## config.mk

```make
export PLATFORM = sky130hd
export DESIGN_NAME = apb_cfg_regs_flat
export DESIGN_NICKNAME = d
export VERILOG_FILES = /design/src/rtl/apb_cfg_regs_if.sv /design/src/rtl/apb_cfg_regs.sv /design/src/flat_wrapper.sv
export SDC_FILE = /design/constraint.sdc
export NUM_CORES = 1
export LEC_CHECK = 0
export CORE_MARGIN = 2
export CORE_UTILIZATION = 44
export DETAILED_ROUTE_END_ITERATION = 16
export HOLD_SLACK_MARGIN = 0.06
export PLACE_DENSITY = 0.76
export SYNTH_ARGS = -nofsm -noshare
export SYNTH_HDL_FRONTEND = slang
export SYNTH_SLANG_ARGS = --single-unit
```

## constraint.sdc

```tcl
create_clock -name clk -period 2.2 [get_ports clk]
set_input_delay 0.22 -clock clk [delete_from_list [all_inputs] [get_ports clk]]
set_output_delay 0.22 -clock clk [all_outputs]
set_load 0.01 [all_outputs]
```

## src/rtl/apb_cfg_regs_if.sv

```systemverilog
// APB bus bundle between the command decoder's APB master and the config register bank.
interface apb_cfg_regs_if;
    logic        psel;
    logic        penable;
    logic [15:0] paddr;
    logic [2:0]  pprot;
    logic        pwrite;
    logic [3:0]  pstrb;
    logic [31:0] pwdata;
    logic        pready;
    logic [31:0] prdata;
    logic        pslverr;

    modport master (
        output psel, penable, paddr, pprot, pwrite, pstrb, pwdata,
        input  pready, prdata, pslverr
    );

    modport slave (
        input  psel, penable, paddr, pprot, pwrite, pstrb, pwdata,
        output pready, prdata, pslverr
    );
endinterface

```

## src/rtl/apb_cfg_regs.sv

```systemverilog
// APB slave config/status register bank with programmable wait states, byte strobes,
// sticky error flags and slave-error responses for illegal accesses.
module apb_cfg_regs #(
    parameter logic [31:0] ID_VALUE    = 32'hEA00_0001,
    parameter int unsigned NUM_CFG     = 8,
    parameter int unsigned WAIT_CYCLES = 1
) (
    input  logic                   clk,
    input  logic                   rst,
    apb_cfg_regs_if.slave          apb,
    input  logic                   stat_busy,
    input  logic                   stat_error,
    input  logic [3:0]             stat_fpga_index,
    input  logic [31:0]            stat_wreq_count,
    input  logic [31:0]            stat_rreq_count,
    input  logic [31:0]            stat_rack_count,
    output logic [32*NUM_CFG-1:0]  cfg_out
);

    typedef enum logic [1:0] {S_IDLE, S_WAIT, S_RESP} state_t;
    typedef enum logic [3:0] {
        R_ID, R_SCRATCH, R_STATUS, R_STICKY, R_WREQ, R_RREQ, R_RACK, R_CFG, R_BAD
    } reg_t;

    localparam logic [3:0] WAIT_LAST = (WAIT_CYCLES > 0) ? 4'(WAIT_CYCLES - 1) : 4'd0;

    state_t      state;
    logic [3:0]  wait_cnt;
    reg_t        sel_q;
    logic [5:0]  idx_q;
    logic        write_q;
    logic [3:0]  strb_q;
    logic [31:0] wdata_q;
    logic [31:0] scratch;
    logic [1:0]  sticky;
    logic        err_q;
    logic [31:0] cfg [NUM_CFG];

    reg_t        dec_sel;
    reg_t        cur_sel;
    logic [5:0]  cur_idx;
    logic        cur_write;
    logic [31:0] rd_val;
    logic [31:0] resp_data;
    logic        resp_err;
    logic [1:0]  sticky_nxt;
    logic        unused_pprot;

    assign unused_pprot = ^apb.pprot;

    function automatic logic [31:0] merge(input logic [31:0] old, input logic [31:0] wr,
                                          input logic [3:0] strb);
        logic [31:0] r;
        r = old;
        for (int unsigned k = 0; k < 4; k++)
            if (strb[k]) r[8*k +: 8] = wr[8*k +: 8];
        return r;
    endfunction

    always_comb begin
        dec_sel = R_BAD;
        if (apb.paddr[1:0] == 2'b00) begin
            if (apb.paddr[15:8] == 8'h00) begin
                case (apb.paddr[7:2])
                    6'd0:    dec_sel = R_ID;
                    6'd1:    dec_sel = R_SCRATCH;
                    6'd2:    dec_sel = R_STATUS;
                    6'd3:    dec_sel = R_STICKY;
                    6'd4:    dec_sel = R_WREQ;
                    6'd5:    dec_sel = R_RREQ;
                    6'd6:    dec_sel = R_RACK;
                    default: dec_sel = R_BAD;
                endcase
            end else if (apb.paddr[15:8] == 8'h01 && 32'(apb.paddr[7:2]) < NUM_CFG) begin
                dec_sel = R_CFG;
            end
        end
    end

    // With zero wait states the response is built from the live decode, otherwise from the latch.
    always_comb begin
        cur_sel   = (state == S_IDLE) ? dec_sel : sel_q;
        cur_idx   = (state == S_IDLE) ? apb.paddr[7:2] : idx_q;
        cur_write = (state == S_IDLE) ? apb.pwrite : write_q;
        rd_val    = '0;
        case (cur_sel)
            R_ID:      rd_val = ID_VALUE;
            R_SCRATCH: rd_val = scratch;
            R_STATUS:  rd_val = {26'b0, stat_fpga_index, stat_error, stat_busy};
            R_STICKY:  rd_val = {30'b0, sticky};
            R_WREQ:    rd_val = stat_wreq_count;
            R_RREQ:    rd_val = stat_rreq_count;
            R_RACK:    rd_val = stat_rack_count;
            R_CFG:
                for (int unsigned i = 0; i < NUM_CFG; i++)
                    if (cur_idx == 6'(i)) rd_val = cfg[i];
            default:   rd_val = '0;
        endcase
        resp_err  = (cur_sel == R_BAD);
        resp_data = (cur_write || resp_err) ? '0 : rd_val;
    end

    // Clears are applied before sets so a coincident set survives.
    always_comb begin
        sticky_nxt = sticky;
        if (state == S_RESP && write_q && sel_q == R_STICKY && strb_q[0])
            sticky_nxt = sticky & ~wdata_q[1:0];
        if (stat_error && !err_q)
            sticky_nxt[0] = 1'b1;
        if (state == S_RESP && apb.pslverr)
            sticky_nxt[1] = 1'b1;
    end

    always_comb begin
        cfg_out = '0;
        for (int unsigned i = 0; i < NUM_CFG; i++)
            cfg_out[32*i +: 32] = cfg[i];
    end

    always_ff @(posedge clk) begin
        if (rst) begin
            state       <= S_IDLE;
            apb.pready  <= 1'b0;
            apb.pslverr <= 1'b0;
            apb.prdata  <= '0;
            wait_cnt    <= '0;
            sel_q       <= R_BAD;
            idx_q       <= '0;
            write_q     <= 1'b0;
            strb_q      <= '0;
            wdata_q     <= '0;
            scratch     <= '0;
            sticky      <= '0;
            err_q       <= 1'b0;
            for (int unsigned i = 0; i < NUM_CFG; i++)
                cfg[i] <= '0;
        end else begin
            err_q  <= stat_error;
            sticky <= sticky_nxt;
            case (state)
                S_IDLE: begin
                    if (apb.psel && apb.penable) begin
                        sel_q    <= dec_sel;
                        idx_q    <= apb.paddr[7:2];
                        write_q  <= apb.pwrite;
                        strb_q   <= apb.pstrb;
                        wdata_q  <= apb.pwdata;
                        wait_cnt <= '0;
                        if (WAIT_CYCLES > 0) begin
                            state <= S_WAIT;
                        end else begin
                            state       <= S_RESP;
                            apb.pready  <= 1'b1;
                            apb.prdata  <= resp_data;
                            apb.pslverr <= resp_err;
                        end
                    end
                end
                S_WAIT: begin
                    if (!apb.psel) begin
                        state <= S_IDLE;
                    end else if (wait_cnt == WAIT_LAST) begin
                        state       <= S_RESP;
                        apb.pready  <= 1'b1;
                        apb.prdata  <= resp_data;
                        apb.pslverr <= resp_err;
                    end else begin
                        wait_cnt <= wait_cnt + 4'd1;
                    end
                end
                S_RESP: begin
                    state       <= S_IDLE;
                    apb.pready  <= 1'b0;
                    apb.pslverr <= 1'b0;
                    apb.prdata  <= '0;
                    if (write_q) begin
                        case (sel_q)
                            R_SCRATCH: scratch <= merge(scratch, wdata_q, strb_q);
                            R_CFG:
                                for (int unsigned i = 0; i < NUM_CFG; i++)
                                    if (idx_q == 6'(i)) cfg[i] <= merge(cfg[i], wdata_q, strb_q);
                            default: ;
                        endcase
                    end
                end
                default: state <= S_IDLE;
            endcase
        end
    end

endmodule

```

## src/flat_wrapper.sv

```systemverilog
// flat-port wrapper written by rule: the top's interface ports become plain ports
module apb_cfg_regs_flat 
#(
    parameter logic [31:0] ID_VALUE    = 32'hEA00_0001,
    parameter int unsigned NUM_CFG     = 8,
    parameter int unsigned WAIT_CYCLES = 1
)
  (clk, rst, stat_busy, stat_error, stat_fpga_index, stat_wreq_count, stat_rreq_count, stat_rack_count, cfg_out, apb_psel, apb_penable, apb_paddr, apb_pprot, apb_pwrite, apb_pstrb, apb_pwdata, apb_pready, apb_prdata, apb_pslverr);
  apb_cfg_regs_if apb_i ();
  input  logic clk;
  input  logic rst;
  input  logic stat_busy;
  input  logic stat_error;
  input  logic [3:0] stat_fpga_index;
  input  logic [31:0] stat_wreq_count;
  input  logic [31:0] stat_rreq_count;
  input  logic [31:0] stat_rack_count;
  output logic [32*NUM_CFG-1:0] cfg_out;
  input wire logic [$bits(apb_i.psel)-1:0] apb_psel;
  input wire logic [$bits(apb_i.penable)-1:0] apb_penable;
  input wire logic [$bits(apb_i.paddr)-1:0] apb_paddr;
  input wire logic [$bits(apb_i.pprot)-1:0] apb_pprot;
  input wire logic [$bits(apb_i.pwrite)-1:0] apb_pwrite;
  input wire logic [$bits(apb_i.pstrb)-1:0] apb_pstrb;
  input wire logic [$bits(apb_i.pwdata)-1:0] apb_pwdata;
  output wire logic [$bits(apb_i.pready)-1:0] apb_pready;
  output wire logic [$bits(apb_i.prdata)-1:0] apb_prdata;
  output wire logic [$bits(apb_i.pslverr)-1:0] apb_pslverr;
  assign apb_i.psel = apb_psel;
  assign apb_i.penable = apb_penable;
  assign apb_i.paddr = apb_paddr;
  assign apb_i.pprot = apb_pprot;
  assign apb_i.pwrite = apb_pwrite;
  assign apb_i.pstrb = apb_pstrb;
  assign apb_i.pwdata = apb_pwdata;
  assign apb_pready = apb_i.pready;
  assign apb_prdata = apb_i.prdata;
  assign apb_pslverr = apb_i.pslverr;
  apb_cfg_regs #(.ID_VALUE(ID_VALUE), .NUM_CFG(NUM_CFG), .WAIT_CYCLES(WAIT_CYCLES)) u_core (.clk(clk), .rst(rst), .apb(apb_i), .stat_busy(stat_busy), .stat_error(stat_error), .stat_fpga_index(stat_fpga_index), .stat_wreq_count(stat_wreq_count), .stat_rreq_count(stat_rreq_count), .stat_rack_count(stat_rack_count), .cfg_out(cfg_out));
endmodule
```

# Word-level counts from Yosys, hierarchy flattened
# Memories as Yosys holds them, arrays and structs flattened.
# Index checks and enable logic that the tools add are counted.
[totals] reg_bits=122 mem_bits_rw=256 inputBits=162 out_inout_bits=290 elab_cells=385 mem_count=1
[memory_table] name="u_core.cfg" words=8 width=32 read_ports=8 rd_ports_with_merged_regs=0 wr=8 line_no="apb_cfg_regs.sv:37" source="logic [31:0] cfg [NUM_CFG];"
[classes] n_addsub=1 order_cmp=1 eq_ne=39 muxes=287 bitwise=10 n_reduce_logical=29
[ops] operator="$mux 8" n=192
[ops] operator="$mux 32" n=19
[ops] operator="$pmux 32 s8" n=1
[ops] operator="$eq 6x3->1 const B" n=11
[ops] operator="$pmux 32 s2" n=1
[ops] operator="$mux 1" n=57
[ops] operator="$eq 6x2->1 const B" n=6
[ops] operator="$mux 4" n=7
[ops] operator="$pmux 4 s7" n=1
[ops] operator="$eq 4x3->1 const B" n=5
[ops] operator="$reduce_and 4->1" n=5
[ops] operator="$eq 6x1->1 const B" n=3
[ops] operator="$logic_not 6->1" n=3
[ops] operator="$eq 4x2->1 const B" n=3
[ops] operator="$eq 4x1->1 const B" n=2
[ops] operator="$eq 8x1->1 const B" n=1
[ops] operator="$logic_not 4->1" n=2
[ops] operator="$logic_not 8->1" n=1
[ops] operator="$mux 2" n=4
[ops] operator="$or 1x1->1" n=8
[ops] operator="$pmux 4 s2" n=1
[ops] operator="$reduce_bool 2->1" n=4
[ops] operator="$logic_and 1x1->1" n=7
[ops] operator="$lt 6x4->1 const B" n=1
[ops] operator="other kinds (17)" n=22

# Logic depth before layout (Yosys ltp)
[depth] word_depth=16 ltp_mapped=11 mapped_depth_nobuf=9

# Worst setup path after synthesis
# Ideal clock, no wire load.
[synth_timing] kind="register to register" startpoint="register u_core.state[0]" endpoint="memory u_core.cfg[2][0] (netlist: u_core.cfg[0][64]), enable pin" setup_time_ns=0.326 t_arrival_ns=1.977 t_required_ns=1.874 slack_ns=-0.103 path_stages_with_launch=8 n_path_buf=1 period_less_slack_ns=2.303 cell_sequence="dfxtp_1 buf_4 nand2b_4 nor3_2 nand4_1 or3_4 nor3b_2 a21o_1"
[synth_lines] item="start: declaration" line_no="apb_cfg_regs.sv:27" source="state_t state;"
[synth_lines] item="start signal: assignment" line_no="apb_cfg_regs.sv:122" source="state <= S_IDLE;"
[synth_lines] item="start signal: assignment" line_no="apb_cfg_regs.sv:150" source="state <= S_WAIT;"
[synth_lines] item="start signal: assignment" line_no="apb_cfg_regs.sv:152" source="state <= S_RESP;"
[synth_lines] item="end: declaration" line_no="apb_cfg_regs.sv:37"

# Worst setup path after layout
[layout_timing] startpoint="register u_core.state[1]" endpoint="register u_core.apb.prdata[5]"
[layout_via] elab_chain_len=16 word_cells_on_any_way=41 classes_between="eq/ne: 19; mux: 16; reduce/logical: 6"
[layout_rtl] item="$logic_not 2->1"
[layout_rtl] item="$mux 6" line_no="apb_cfg_regs.sv:83" source="cur_idx = (state == S_IDLE) ? apb.paddr[7:2] : idx_q;"
[layout_rtl] item="$logic_not 6->1" line_no="apb_cfg_regs.sv:96" source="if (cur_idx == 6'(i)) rd_val = cfg[i];"
[layout_rtl] item="$mux 32 (8 in a row)" line_no="apb_cfg_regs.sv:96"
[layout_rtl] item="$pmux 32 s8" line_no="apb_cfg_regs.sv:86" source="case (cur_sel)"
[layout_rtl] item="$mux 32" line_no="apb_cfg_regs.sv:100" source="resp_data = (cur_write || resp_err) ? '0 : rd_val;"
[layout_rtl] item="$mux 32" line_no="apb_cfg_regs.sv:162" source="end else if (wait_cnt == WAIT_LAST) begin"
[layout_rtl] item="$mux 32" line_no="apb_cfg_regs.sv:160" source="if (!apb.psel) begin"
[layout_rtl] item="$pmux 32 s2" line_no="apb_cfg_regs.sv:140" source="case (state)"
[layout_rtl] item="end signal: assignment" line_no="apb_cfg_regs.sv:154" source="apb.prdata <= resp_data;"
[layout_rtl] item="end signal: assignment" line_no="apb_cfg_regs.sv:165" source="apb.prdata <= resp_data;"
[layout_rtl] item="end: declaration" line_no="apb_cfg_regs_if.sv:21" source="output pready, prdata, pslverr"
# Several ways; a longest one is shown, not always the timed one. The select of a mux whose other input is x is not followed.
# A chain may end at the register's enable or synchronous reset.

==> flow_summary.ini <==
[timing]
layout_worst_path_cycle_share = 1.15
whs_ns = 0.224
finalSetupViolCount = 432
fmax_mhz = 396
slew_violations = 0
slew_headroom = 0.506
rsz0062_at_grt = yes
skew_ns = 0.0177
period_needed_ns = 2.53
final_hold_viol_count = 0
layout_setup_ws_ns = -0.328
tightestPinTransition_ns = 0.742

[setup_path]
crit_path_start_kind = flop
r2r_slack_ns = -0.33
path_max_fanout = 11
rr_endpoint = u_core.apb.prdata[5]$_SDFFE_PP0P_
arrival_ns = 3.00
r2r_start = u_core.state[1]$_SDFFE_PP0P_
cp-end-kind = flop
critPathRequiredTime_ns = 2.68
crit_path_end = u_core.apb.prdata[5]$_SDFFE_PP0P_
reg2regPathDepth = 8
crit_path_start = u_core.state[1]$_SDFFE_PP0P_
path_class = flop to flop

[routing]
drc = 0
drt_iter0_drc = 2368
vias = 16600
firstDrtPassIters = 7
vias_per_cell = 6.02
routed_wl_um = 75700
wire_per_inst_um = 27.4
ant_nets = 0

[global_route]
grt_pass1_vias = 16300
grt_max_degree = 97
overflow = 0
antenna_found_initial = 5
grt_pass1_wl_um = 107000
grt_usage = 0.358

[pwr]
p_leak_nw = 9.90
ir_drop_uv = 659
p_per_area_nw_per_um2 = 634

[yosys]
seq_area_frac_synth = 0.595
synth_seq_cells = 378
syn_inst = 1548
synth_edf_count = 256
synthTopCellsByArea = edfxtp_1 (45%), dfxtp_1 (14%), and2_1 (7.1%)
synth.distinct_cells = 86
synth_top_area_frac = 0.451
synth_fp_nets = 1712
yosysWarnings = 0
yosysTopAreaCell = edfxtp_1
ys.flop_type = edfxtp_1
async_reset_ff_frac = 0
avgSynthCellArea_sq_um = 11.0
syn-cell-area_sq_um = 17000

[status]
violations = setup timing
status = finished, violations left

[clocking]
cts_tree = built
clock-sinks = 378
insertion_delay_ns = 0.55
max-clock-path-buffers = 3
cts_root_buffer = clkbuf_16
cts_buffers = 39
path_clk_slew_ns = 0.07
cts-htree-levels = 2

[floorplan]
initial_core_util = 0.443
pin_count = 452
core_area_sq_um = 38500
die_w_um = 201
die_h_um = 201
die_area_sq_um = 40300
placementRows = 72

[final_layout]
num-nets-final = 2373
area_delta_synth_final_pct = 58.9
drive_gt1_frac = 0.243
num-fill-cells = 2694
fin_cells = 2761
final_common_cell = clkdlybuf4s50_1
most-common-layout-cells = clkdlybuf4s50_1 (447), edfxtp_1 (256), nand2_1 (199)

[place]
dp_slack_ns = -0.695
dp_hpwl_um = 53700
dp_cells = 2633
gp_congestion = 0.988
numPortBuffers = 448

[flow_run]
drv_cap = 0

[worst_hold_path]
min_path_type = primary input to flop
==> flip-flops by register name, indices dropped and copies added, names as in the netlist <==
signal	count
u_core.apb.prdata	32
u_core.apb.pready	1
u_core.apb.pslverr	1
u_core.cfg	256
u_core.err_q	1
u_core.idx_q	6
u_core.scratch	32
u_core.sel_q	4
u_core.state	2
u_core.sticky	2
u_core.strb_q	4
u_core.wait_cnt	4
u_core.wdata_q	32
u_core.write_q	1
==> power by group <==
| group | switching [mW] | leakage (nW) | internal [mW] |
|---|---|---|---|
| Sequential | 0.322 | 3.48 | 7.84 |
| Clock | 2.88 | 0.647 | 4.09 |
| Combinational | 0.962 | 5.78 | 1.07 |
==> per-layer routing <==
layer | track usage | up-vias | part of all wire
met5 | 0 | - | 0.00055
met4 | 0.134 | 6 | 0.044
met3 | 0.0731 | 243 | 0.11
met2 | 0.603 | 1245 | 0.48
met1 | 0.457 | 8051 | 0.36
li1 | - | 7070 | -
==> repair_timing <==
action | 4_1_cts | 5_1_grt
gates resized for setup | 191 | 126
endpoints found under the hold margin | 1 | 0
gates cloned | 6 | 3
buffers inserted | 41 | 14
endpoints found under the setup margin | 424 | 433
pin swaps | 87 | 74
hold buffers | 1 | 0
==> kinds of logic (layout without fill, tap and decap cells) <==
kind of cell / Yosys count / after routing / synth area share
simple gates: 575 / 575 / 0.181
compound gates: 441 / 441 / 0.175
mux: 17 / 17 / 0.0102
flops: 378 / 378 / 0.595
other cells: 0 / 4 / 0
fa+ha+maj: 2 / 2 / 0.00147
buf+inv: 133 / 824 / 0.0365
xor+xnor: 2 / 2 / 0.00103
==> Yosys cell counts, drive strengths merged (37+ instances only) <==
| cell | instances |
|---|---|
| nor2b | 39 |
| edfxtp | 256 |
| a22oi | 51 |
| o21ai | 57 |
| nor2 | 37 |
| a21oi | 161 |
| dfxtp | 122 |
| nand2 | 206 |
| nand3 | 41 |
| buf | 44 |
| clkbuf | 82 |
| and2 | 194 |
==> worst max-delay path: stages, from the launching register on <==
cell	delay, ns
dfxtp_4	0.38
or2_2	0.41
o32a_1	0.45
nor2b_2	0.26
buf_4	0.32
a222oi_1	0.12
nand4_1	0.25
a221oi_2	0.10
o21ai_1	0.15
==> cell type report <==
type / count / area, sq um / share of cell area
sequential: 378 / 10100 / 0.375
timing repair buffer: 746 / 7790 / 0.288
multi-input combinational: 1037 / 7130 / 0.263
clock buffer: 51 / 1080 / 0.0400
tap: 518 / 648 / 0.0239
clock inverter: 20 / 238 / 0.00878
inverter: 7 / 26.3 / 0.000971
antenna: 4 / 10.0 / 0.000370
==> stage by stage <==
stage / area, sq um / power [mW] / utilization / TNS, ns
after global placement: 24000 / 10.1 / 0.624 / -75.69
after CTS: 26500 / 17.0 / 0.689 / -24.91
after floorplan: 17000 / 8.72 / - / -7.26
final: 27100 / 17.2 / 0.704 / -57.95
after global routing: 27100 / 17.5 / 0.703 / -75.68
after detailed placement: 24000 / 10.1 / 0.624 / -73.17
==> worst min path at each step <==
stage / cells after the start / slack (ns) / end / start
after floorplan: 1 / 0.35 / u_core.err_q$_SDFF_PP0_ / stat_error
after global placement: 2 / 0.44 / u_core.scratch[6]$_SDFFE_PP0P_ / u_core.scratch[6]$_SDFFE_PP0P_
after detailed placement: 2 / 0.45 / u_core.scratch[29]$_SDFFE_PP0P_ / u_core.scratch[29]$_SDFFE_PP0P_
after CTS: 3 / 0.21 / u_core.wdata_q[5]$_SDFFE_PP0P_ / apb_pwdata[5]
after global routing: 3 / 0.23 / u_core.wdata_q[4]$_SDFFE_PP0P_ / apb_pwdata[4]
final: 3 / 0.22 / u_core.wdata_q[5]$_SDFFE_PP0P_ / apb_pwdata[5]
No activity file was read; power rests on OpenSTA's default activity.
